===== config.mk =====
export PLATFORM = sky130hd
export DESIGN_NAME = car_parking_exit_gate_flat
export DESIGN_NICKNAME = d
export VERILOG_FILES = /design/src/rtl/car_parking_exit_gate_if.sv /design/src/rtl/car_parking_exit_gate.sv /design/src/flat_wrapper.sv
export SDC_FILE = /design/constraint.sdc
export NUM_CORES = 1
export LEC_CHECK = 0
export ABC_CLOCK_PERIOD_IN_PS = 2850
export CAP_MARGIN = 0
export CORE_MARGIN = 4
export CORE_UTILIZATION = 45
export DETAILED_ROUTE_END_ITERATION = 16
export GPL_TIMING_DRIVEN = 0
export PLACE_DENSITY = 0.75
export SLEW_MARGIN = 0
export SYNTH_ARGS = -nofsm -noshare
export SYNTH_HDL_FRONTEND = slang
export SYNTH_SLANG_ARGS = --single-unit

===== constraint.sdc =====
create_clock -name CLOCK -period 2.85 [get_ports CLOCK]
set_input_delay 0.285 -clock CLOCK [delete_from_list [all_inputs] [get_ports CLOCK]]
set_output_delay 0.285 -clock CLOCK [all_outputs]
set_load 0.02 [all_outputs]

===== src/rtl/car_parking_exit_gate_if.sv =====
// Exit-gate signal bundle: driver-side sensors/keypad/entrance pulse in, gate status out.
interface car_parking_exit_gate_if #(
  parameter int unsigned CNT_W  = 4,
  parameter int unsigned PASS_W = 4
);
  logic              Exit;
  logic              Exit_Clear;
  logic              Code_Valid;
  logic [PASS_W-1:0] Code;
  logic              Car_Entered;
  logic              Green;
  logic              Red;
  logic              Gate_Open;
  logic              Alarm;
  logic [CNT_W-1:0]  Count_CAR;
  logic              Full;
  logic              Empty;
  logic [2:0]        INDICATOR;

  modport master (
    output Exit, Exit_Clear, Code_Valid, Code, Car_Entered,
    input  Green, Red, Gate_Open, Alarm, Count_CAR, Full, Empty, INDICATOR
  );

  modport slave (
    input  Exit, Exit_Clear, Code_Valid, Code, Car_Entered,
    output Green, Red, Gate_Open, Alarm, Count_CAR, Full, Empty, INDICATOR
  );
endinterface


===== src/rtl/car_parking_exit_gate.sv =====
// Exit-side parking controller: checks the exit code, opens the barrier, and owns
// the occupancy counter fed by entrance admissions and confirmed exits.
module car_parking_exit_gate #(
  parameter int unsigned       MAX_CARS     = 9,
  parameter int unsigned       CNT_W        = 4,
  parameter int unsigned       PASS_W       = 4,
  parameter logic [PASS_W-1:0] EXIT_CODE    = 4'b1010,
  parameter int unsigned       MAX_TRIES    = 3,
  parameter int unsigned       GATE_TIMEOUT = 8
) (
  input logic                    CLOCK,
  input logic                    RESET,
  car_parking_exit_gate_if.slave bus
);

  localparam int unsigned TRIES_W = $clog2(MAX_TRIES + 1);
  localparam int unsigned TMR_W   = (GATE_TIMEOUT > 1) ? $clog2(GATE_TIMEOUT) : 1;

  typedef enum logic [2:0] {
    IDLE      = 3'b000,
    WAIT_CODE = 3'b001,
    BAD_CODE  = 3'b010,
    OPEN      = 3'b011,
    LOCKOUT   = 3'b100
  } state_e;

  state_e             state_q, state_d;
  logic [TRIES_W-1:0] tries_q, tries_d, tries_inc;
  logic [TMR_W-1:0]   timer_q, timer_d;
  logic [CNT_W-1:0]   count_q, count_d;
  logic               green_q, green_d;
  logic               red_q, red_d;
  logic               gate_q, gate_d;
  logic               alarm_q, alarm_d;
  logic               exit_evt;
  logic               full_c, empty_c;

  assign full_c    = (count_q == CNT_W'(MAX_CARS));
  assign empty_c   = (count_q == '0);
  assign tries_inc = tries_q + TRIES_W'(1);

  always_ff @(posedge CLOCK) begin
    if (RESET) begin
      state_q <= IDLE;
      tries_q <= '0;
      timer_q <= '0;
      count_q <= '0;
      green_q <= 1'b0;
      red_q   <= 1'b0;
      gate_q  <= 1'b0;
      alarm_q <= 1'b0;
    end else begin
      state_q <= state_d;
      tries_q <= tries_d;
      timer_q <= timer_d;
      count_q <= count_d;
      green_q <= green_d;
      red_q   <= red_d;
      gate_q  <= gate_d;
      alarm_q <= alarm_d;
    end
  end

  always_comb begin
    state_d  = state_q;
    tries_d  = tries_q;
    timer_d  = '0;
    count_d  = count_q;
    exit_evt = 1'b0;

    unique case (state_q)
      IDLE: begin
        if (bus.Exit && !empty_c) state_d = WAIT_CODE;
      end
      WAIT_CODE, BAD_CODE: begin
        // A code strobe wins over the car leaving the sensor in the same cycle
        if (bus.Code_Valid) begin
          if (bus.Code == EXIT_CODE) begin
            state_d = OPEN;
          end else begin
            tries_d = tries_inc;
            state_d = (tries_inc == TRIES_W'(MAX_TRIES)) ? LOCKOUT : BAD_CODE;
          end
        end else if (!bus.Exit) begin
          state_d = IDLE;
        end
      end
      OPEN: begin
        if (bus.Exit_Clear) begin
          exit_evt = 1'b1;
          state_d  = IDLE;
        end else if (timer_q == TMR_W'(GATE_TIMEOUT - 1)) begin
          state_d = IDLE;
        end else begin
          timer_d = timer_q + TMR_W'(1);
        end
      end
      LOCKOUT: ;
      default: state_d = IDLE;
    endcase

    if (state_d == IDLE) tries_d = '0;

    // Simultaneous admission and exit cancel out
    unique case ({bus.Car_Entered, exit_evt})
      2'b10:   if (!full_c)  count_d = count_q + CNT_W'(1);
      2'b01:   if (!empty_c) count_d = count_q - CNT_W'(1);
      default: ;
    endcase

    green_d = (state_d == OPEN);
    gate_d  = (state_d == OPEN);
    red_d   = (state_d == BAD_CODE) || (state_d == LOCKOUT);
    alarm_d = (state_d == LOCKOUT);
  end

  assign bus.Green     = green_q;
  assign bus.Red       = red_q;
  assign bus.Gate_Open = gate_q;
  assign bus.Alarm     = alarm_q;
  assign bus.Count_CAR = count_q;
  assign bus.Full      = full_c;
  assign bus.Empty     = empty_c;
  assign bus.INDICATOR = state_q;

endmodule

===== src/flat_wrapper.sv =====
// flat-port wrapper written by rule: the top's interface ports become plain ports
module car_parking_exit_gate_flat 
#(
  parameter int unsigned       MAX_CARS     = 9,
  parameter int unsigned       CNT_W        = 4,
  parameter int unsigned       PASS_W       = 4,
  parameter logic [PASS_W-1:0] EXIT_CODE    = 4'b1010,
  parameter int unsigned       MAX_TRIES    = 3,
  parameter int unsigned       GATE_TIMEOUT = 8
)
  (CLOCK, RESET, bus_Exit, bus_Exit_Clear, bus_Code_Valid, bus_Code, bus_Car_Entered, bus_Green, bus_Red, bus_Gate_Open, bus_Alarm, bus_Count_CAR, bus_Full, bus_Empty, bus_INDICATOR);
  car_parking_exit_gate_if #(.CNT_W(CNT_W), .PASS_W(PASS_W)) bus_i ();
  input logic CLOCK;
  input logic RESET;
  input wire logic [$bits(bus_i.Exit)-1:0] bus_Exit;
  input wire logic [$bits(bus_i.Exit_Clear)-1:0] bus_Exit_Clear;
  input wire logic [$bits(bus_i.Code_Valid)-1:0] bus_Code_Valid;
  input wire logic [$bits(bus_i.Code)-1:0] bus_Code;
  input wire logic [$bits(bus_i.Car_Entered)-1:0] bus_Car_Entered;
  output wire logic [$bits(bus_i.Green)-1:0] bus_Green;
  output wire logic [$bits(bus_i.Red)-1:0] bus_Red;
  output wire logic [$bits(bus_i.Gate_Open)-1:0] bus_Gate_Open;
  output wire logic [$bits(bus_i.Alarm)-1:0] bus_Alarm;
  output wire logic [$bits(bus_i.Count_CAR)-1:0] bus_Count_CAR;
  output wire logic [$bits(bus_i.Full)-1:0] bus_Full;
  output wire logic [$bits(bus_i.Empty)-1:0] bus_Empty;
  output wire logic [$bits(bus_i.INDICATOR)-1:0] bus_INDICATOR;
  assign bus_i.Exit = bus_Exit;
  assign bus_i.Exit_Clear = bus_Exit_Clear;
  assign bus_i.Code_Valid = bus_Code_Valid;
  assign bus_i.Code = bus_Code;
  assign bus_i.Car_Entered = bus_Car_Entered;
  assign bus_Green = bus_i.Green;
  assign bus_Red = bus_i.Red;
  assign bus_Gate_Open = bus_i.Gate_Open;
  assign bus_Alarm = bus_i.Alarm;
  assign bus_Count_CAR = bus_i.Count_CAR;
  assign bus_Full = bus_i.Full;
  assign bus_Empty = bus_i.Empty;
  assign bus_INDICATOR = bus_i.INDICATOR;
  car_parking_exit_gate #(.MAX_CARS(MAX_CARS), .CNT_W(CNT_W), .PASS_W(PASS_W), .EXIT_CODE(EXIT_CODE), .MAX_TRIES(MAX_TRIES), .GATE_TIMEOUT(GATE_TIMEOUT)) u_core (.CLOCK(CLOCK), .RESET(RESET), .bus(bus_i));
endmodule

==> run_results.csv, run 1 <==
group,metric,value,unit
setup_path,ff2ff_path_depth,10,
setup_path,r2r_slack,0.58,ns
synthesis,synth_seq_cells,15,
setup_path,end_kind,"flop",
cells_and_area,final_common_cell,"clkdlybuf4s50_1",
global_routing,antenna_found_initial,0,
timing,slew_headroom,0.683,
timing,finalMaxSlewViolations,0,
placed_design,io_buffers,22,
die,die_x,51.8,um
timing,tightestPinTransition,0.476,ns
setup_path,arrival,2.50,ns
die,rows,15,
cells_and_area,nets,138,
clock_tree,clk_pin_slew_worst_paths,0.09,ns
synthesis,syn_area,865,um^2
synthesis,synth_ff_type,"dfxtp_1",
cells_and_area,final_cell_mix,"clkdlybuf4s50_1 (22), dfxtp_1 (15), nor2_1 (10), inv_1 (8), ha_1 (7)",
pwr,p_per_area,401,mW/mm^2
synthesis,netlist_instances,93,
placed_design,dpl.hpwl,1490,um
setup_path,path_class,"flop to flop",
setup_path,timing.rr.end,"u_core.bus.Count_CAR[3]$_SDFFE_PP0P_",
detailed_routing,drc,0,
synthesis,avgSynthCellArea,9.30,um^2
pwr,sequentialPowerShare,0.488,
timing,setup_viol,0,
setup_path,crit_required,3.08,ns
global_routing,grt_first_pass_wirelength,3220,um
cells_and_area,regArea,300,um^2
global_routing,grt_pass1_vias,759,
hold_path,hold_depth,1,
pwr,pwr-share-comb,0.236,
setup_path,timing.rr.start,"u_core.bus.INDICATOR[1]$_SDFF_PP0_",
setup_path,critPathMaxFanout,8,
timing,clock_skew,0.00273,ns
clock_tree,cts_buffers,3,
clock_tree,cts-resized-gates,0,
timing,timing.hold.ws,0.445,ns
detailed_routing,vias,756,
placed_design,postPlaceCellArea,0.00112,mm^2
detailed_routing,routed_via_density,5.25,
die,core,0.00176,mm^2
synthesis,synth_edf_count,0,
timing,fin_crit,2.27,ns
cells_and_area,areaGrowthSynthToFinish,32.1,%
clock_tree,post_cts_buffers,0,
detailed_routing,drt_iter0_markers,13,
clock_tree,cts_tree,"done",
clock_tree,cts_hold_buf,0,
pwr,vdd.ir_drop.worst,0.000302,V
detailed_routing,wl,1870,um
global_routing,grt_util_all_layers,0.165,
die,chipHeight,51.8,um
hold_path,hold_class,"flop to flop",
timing,hold_viol,0,
placed_design,gp_congestion,0.747,
synthesis,yosysWarnings,0,
global_routing,grt_max_degree,10,
run,maxCapViolCount,0,
detailed_routing,firstDrtPassIters,4,
synthesis,syn-num-nets,111,
synthesis,postSynth.asyncResetShare,0,
pwr,clkPwrFrac,0.276,
cells_and_area,multi_input_area,508,um^2
clock_tree,cts_sinks,15,
cells_and_area,drive_gt1_frac,0.118,
die,dieArea,0.00269,mm^2
timing,fmax,440,MHz
die,initial_core_util,0.490,
synthesis,synth.distinct_cells,37,
clock_tree,root_buffer,"clkbuf_4",
cells_and_area,final_area,0.00114,mm^2
cells_and_area,n_antenna_cell,0,
pwr,p_int,327,uW
timing,rsz0062_at_grt,"false",
synthesis,synth_seq_area_share,0.347,
global_routing,gr-total-overflow,0,
clock_tree,htreeDepth,1,
pwr,p_sw_frac,0.286,
detailed_routing,drtAntennaViolNets,0,
hold_path,min_from,"u_core.timer_q[0]$_SDFF_PP0_",
timing,post-route-period-util,0.797,
pwr,p_leak,0.483,nW
cells_and_area,nFillCells,173,
run_status,run_status,"complete, no violations",
pwr,p_switching,131,uW
clock_tree,cts_buffer_depth,2,
die,io_pins,23,
detailed_routing,wl_per_cell,13.0,um
timing,setup_tns,0,ns
clock_tree,clk_latency,0.29,ns
setup_path,startpoint_type,"flop",
hold_path,holdPathEnd,"u_core.timer_q[0]$_SDFF_PP0_",
-- metal layers --
metal	share of wire	wire length, um	vias up	global-route usage
met1	0.42	787	355	0.175
met2	0.51	949	17	0.289
met3	0.049	92	5	0.0458
met5	0	0	-	0
met4	0.023	44	0	0.0917
li1	-	-	379	-
-- how the worst max path moves through the flow --
stage | from | end | slack (ns) | depth (start not counted)
after detailed placement | bus_Exit_Clear | u_core.bus.Count_CAR[3]$_SDFFE_PP0P_ | 0.56 | 10
after CTS | u_core.bus.INDICATOR[1]$_SDFF_PP0_ | u_core.bus.Count_CAR[3]$_SDFFE_PP0P_ | 0.57 | 10
after global placement | bus_Exit_Clear | u_core.bus.Count_CAR[3]$_SDFFE_PP0P_ | 0.61 | 10
after global routing | u_core.bus.INDICATOR[1]$_SDFF_PP0_ | u_core.bus.Count_CAR[3]$_SDFFE_PP0P_ | 0.35 | 10
final | u_core.bus.INDICATOR[1]$_SDFF_PP0_ | u_core.bus.Count_CAR[3]$_SDFFE_PP0P_ | 0.58 | 10
after floorplan | u_core.bus.INDICATOR[1]$_SDFF_PP0_ | u_core.bus.Count_CAR[3]$_SDFFE_PP0P_ | 0.71 | 10
-- synthesized netlist by cell type, types with 2 or more instances --
cell,count,area [um^2]
a211oi_1,2,15.0
a211oi_2,2,25.0
a21o_1,3,22.5
a21oi_1,5,25.0
and2_1,3,18.8
buf_4,2,15.0
dfxtp_1,15,300
ha_1,7,87.6
inv_1,8,30.0
nand2_1,3,11.3
nand2b_1,2,12.5
nand3_1,5,25.0
nor2_1,10,37.5
xnor2_1,3,26.3
-- power by group through the flow --
stage,Sequential (mW),Clock [mW],Combinational [mW]
after floorplan,0.235,0,0.0577
after global placement,0.228,0,0.105
final,0.223,0.126,0.108
after CTS,0.223,0.130,0.109
after detailed placement,0.228,0,0.109
after global routing,0.225,0.141,0.118
-- cells by family after synthesis --
kind of cell	share of synthesized area
simple gates	0.219
compound gates	0.204
buf+inv	0.0651
fa+ha+maj	0.124
flops	0.347
xor+xnor	0.0405
-- cell type report --
class | count | area share
inverters | 8 | 0.0263
plain buffers | 3 | 0.0230
flip-flops and latches | 15 | 0.263
well taps | 25 | 0.0274
multi-input cells | 67 | 0.445
clock buffers | 4 | 0.0230
repair buffers | 22 | 0.193
-- state kept, by name, indices dropped and copies added, names as in the netlist --
signal and cells:
u_core.bus.Count_CAR 4, u_core.timer_q 3, u_core.bus.Alarm 1, u_core.bus.Red 1, u_core.tries_q 2, u_core.bus.INDICATOR 3, u_core.bus.Green 1
-- worst max-delay path: stages (launching register included) --
cell	delay, ns
dfxtp_1	0.48
nor2b_1	0.24
nand3_1	0.13
inv_1	0.07
ha_1	0.22
ha_1	0.26
a21o_2	0.21
a21oi_1	0.17
xnor2_1	0.17
nand3_1	0.11
a21oi_1	0.16
-- metrics by stage --
step	util	worst slack (ns)	power, mW	instances
floorplan	-	0.706	0.293	93
global placement	0.633	0.612	0.333	140
detailed placement	0.633	0.562	0.337	140
CTS	0.648	0.574	0.463	144
global route	0.648	0.345	0.484	144
finish	0.648	0.579	0.458	144
Power figures use the tool's default switching activity.
==> run 2, diff against run 1 <==
--- a/config.mk
+++ b/config.mk
@@ -5,7 +5,7 @@
 export SDC_FILE = /design/constraint.sdc
 export NUM_CORES = 1
 export LEC_CHECK = 0
-export ABC_CLOCK_PERIOD_IN_PS = 2850
+export ABC_CLOCK_PERIOD_IN_PS = 2100
 export CAP_MARGIN = 0
 export CORE_MARGIN = 4
 export CORE_UTILIZATION = 45
==> constraint.sdc (replaced) <==
create_clock -name CLOCK -period 2.1 [get_ports CLOCK]
set_input_delay 0.21 -clock CLOCK [delete_from_list [all_inputs] [get_ports CLOCK]]
set_output_delay 0.21 -clock CLOCK [all_outputs]
set_load 0.02 [all_outputs]
==> run_results.csv, run 2 (same netlist as run 1, synthesis figures left out) <==
group,metric,value,unit
cells_and_area,final_area,0.00117,mm^2
clock_tree,root_buffer,"clkbuf_4",
cells_and_area,drive_gt1_frac,0.168,
setup_path,setup.worst_path.end,"u_core.bus.Count_CAR[3]$_SDFFE_PP0P_",
detailed_routing,drt_iter0_markers,12,
timing,setup_ws,0.170,ns
setup_path,arrival,2.15,ns
cells_and_area,areaGrowthSynthToFinish,35.5,%
placed_design,postPlaceCellArea,0.00112,mm^2
global_routing,grt_pass1_vias,679,
pwr,power,618,uW
setup_path,timing.rr.start,"u_core.bus.INDICATOR[1]$_SDFF_PP0_",
global_routing,grt_first_pass_wirelength,2770,um
timing,fin_crit,1.93,ns
clock_tree,clk_pin_slew_worst_paths,0.09,ns
timing,rsz0062_at_grt,"false",
detailed_routing,wl,1720,um
die,chipHeight,51.8,um
cells_and_area,final_cell_mix,"clkdlybuf4s50_1 (22), dfxtp_1 (13), nor2_1 (10), inv_1 (7), ha_1 (6)",
detailed_routing,drc,0,
global_routing,gr-total-overflow,0,
cells_and_area,stdcell_count,144,
placed_design,preCtsSetupSlack,-0.0803,ns
timing,clock_skew,0.00684,ns
clock_tree,post_cts_buffers,0,
cells_and_area,n_antenna_cell,0,
placed_design,gp_congestion,0.740,
setup_path,r2r_slack,0.17,ns
clock_tree,cts_sinks,15,
pwr,vdd.ir_drop.worst,0.000418,V
setup_path,startpoint_type,"flop",
timing,finalMaxSlewViolations,0,
die,dieArea,0.00269,mm^2
placed_design,placed_cells_incl_taps,140,
die,rows,15,
setup_path,crit_chain,"nor2b_4, nand3_1, inv_2, ha_4, ha_1, a21o_2, a21oi_2, xnor2_1, nand3_1, a21oi_1",
pwr,p_leak,0.482,nW
setup_path,timing.rr.end,"u_core.bus.Count_CAR[3]$_SDFFE_PP0P_",
pwr,p_per_area,528,mW/mm^2
clock_tree,cts_tree,"done",
detailed_routing,wl_per_cell,12.0,um
detailed_routing,routed_via_density,5.25,
die,core,0.00176,mm^2
cells_and_area,nets,138,
clock_tree,clk_latency,0.29,ns
detailed_routing,firstDrtPassIters,4,
clock_tree,htreeDepth,1,
placed_design,io_buffers,22,
setup_path,worst_path_most_repeated_cell,"nand3_1",
setup_path,max_stage_delay,0.40,ns
timing,setup_tns,0,ns
global_routing,antenna_found_initial,0,
hold_path,hold_class,"flop to flop",
timing,timing.hold.ws,0.438,ns
timing,slew_headroom,0.712,
timing,setup_viol,0,
global_routing,grt_max_degree,10,
timing,hold_viol,0,
run,maxCapViolCount,0,
die,io_pins,23,
setup_path,setup.worst_path.start,"u_core.bus.INDICATOR[1]$_SDFF_PP0_",
setup_path,end_kind,"flop",
cells_and_area,post-route-util,0.664,
clock_tree,cts_buffers,3,
die,die_x,51.8,um
setup_path,ff2ff_path_depth,10,
placed_design,dpl.hpwl,1330,um
cells_and_area,final_common_cell,"clkdlybuf4s50_1",
cells_and_area,largest_register_ffs,4,
setup_path,path_class,"flop to flop",
detailed_routing,vias,756,
clock_tree,cts_buffer_depth,2,
setup_path,critPathMaxFanout,8,
timing,post-route-period-util,0.919,
timing,fmax,518,MHz
setup_path,crit_required,2.32,ns
run_status,run_status,"complete, no violations",
timing,tightestPinTransition,0.432,ns
cells_and_area,nFillCells,161,
die,initial_core_util,0.490,
setup_path,slowest_stage,"dfxtp_4",
detailed_routing,drtAntennaViolNets,0,
global_routing,grt_util_all_layers,0.137,
run 2: routing by layer:
metal	vias to the layer above	routed length, um	share of wire	global-route usage
li1	381	-	-	-
met1	353	774	0.45	0.171
met2	17	838	0.49	0.215
met3	5	80	0.046	0.0372
met4	0	30	0.017	0.0655
met5	-	0	0	0
run 2: critical path: cells and delay by family, from the launching register on:
| kind | cells | cell delay [ns] |
|---|---|---|
| AND/OR/NAND/NOR | 3 | 0.38 |
| adder cells (fa/ha/maj) | 2 | 0.36 |
| AO/OA/AOI/OAI | 3 | 0.50 |
| flip-flops | 1 | 0.40 |
| buffers and inverters | 1 | 0.08 |
| XOR/XNOR | 1 | 0.15 |
run 2: how the worst min path moves through the flow:
stage | endpoint | cells past startpoint | slack, ns | from
floorplan | u_core.bus.Count_CAR[2]$_SDFFE_PP0P_ | 1 | 0.28 | RESET
detailed placement | u_core.timer_q[0]$_SDFF_PP0_ | 1 | 0.43 | u_core.timer_q[0]$_SDFF_PP0_
CTS | u_core.timer_q[0]$_SDFF_PP0_ | 1 | 0.44 | u_core.timer_q[0]$_SDFF_PP0_
finish | u_core.timer_q[0]$_SDFF_PP0_ | 1 | 0.44 | u_core.timer_q[0]$_SDFF_PP0_
global route | u_core.timer_q[0]$_SDFF_PP0_ | 1 | 0.45 | u_core.timer_q[0]$_SDFF_PP0_
global placement | u_core.timer_q[0]$_SDFF_PP0_ | 1 | 0.42 | u_core.timer_q[0]$_SDFF_PP0_
run 2: power by group:
part	leakage [nW]	internal [mW]	switching [mW]
sequential	0.123	0.293	0.00948
combinational	0.344	0.0769	0.0699
clock	0.0150	0.0739	0.0945
run 2: area by class of cell:
type	instances	area, um^2	share of cell area
multi-input combinational	67	532	0.454
inverter	8	30.0	0.0256
timing repair buffer	22	220	0.188
sequential	15	305	0.261
tap	25	31.3	0.0267
clock buffer	4	26.3	0.0224
buffer	3	26.3	0.0224
run 2: repair_timing:
item	in CTS	in global routing
hold buffers	0	0
endpoints found under the setup margin	1	1
resized for setup	2	6
endpoints found under the hold margin	0	0
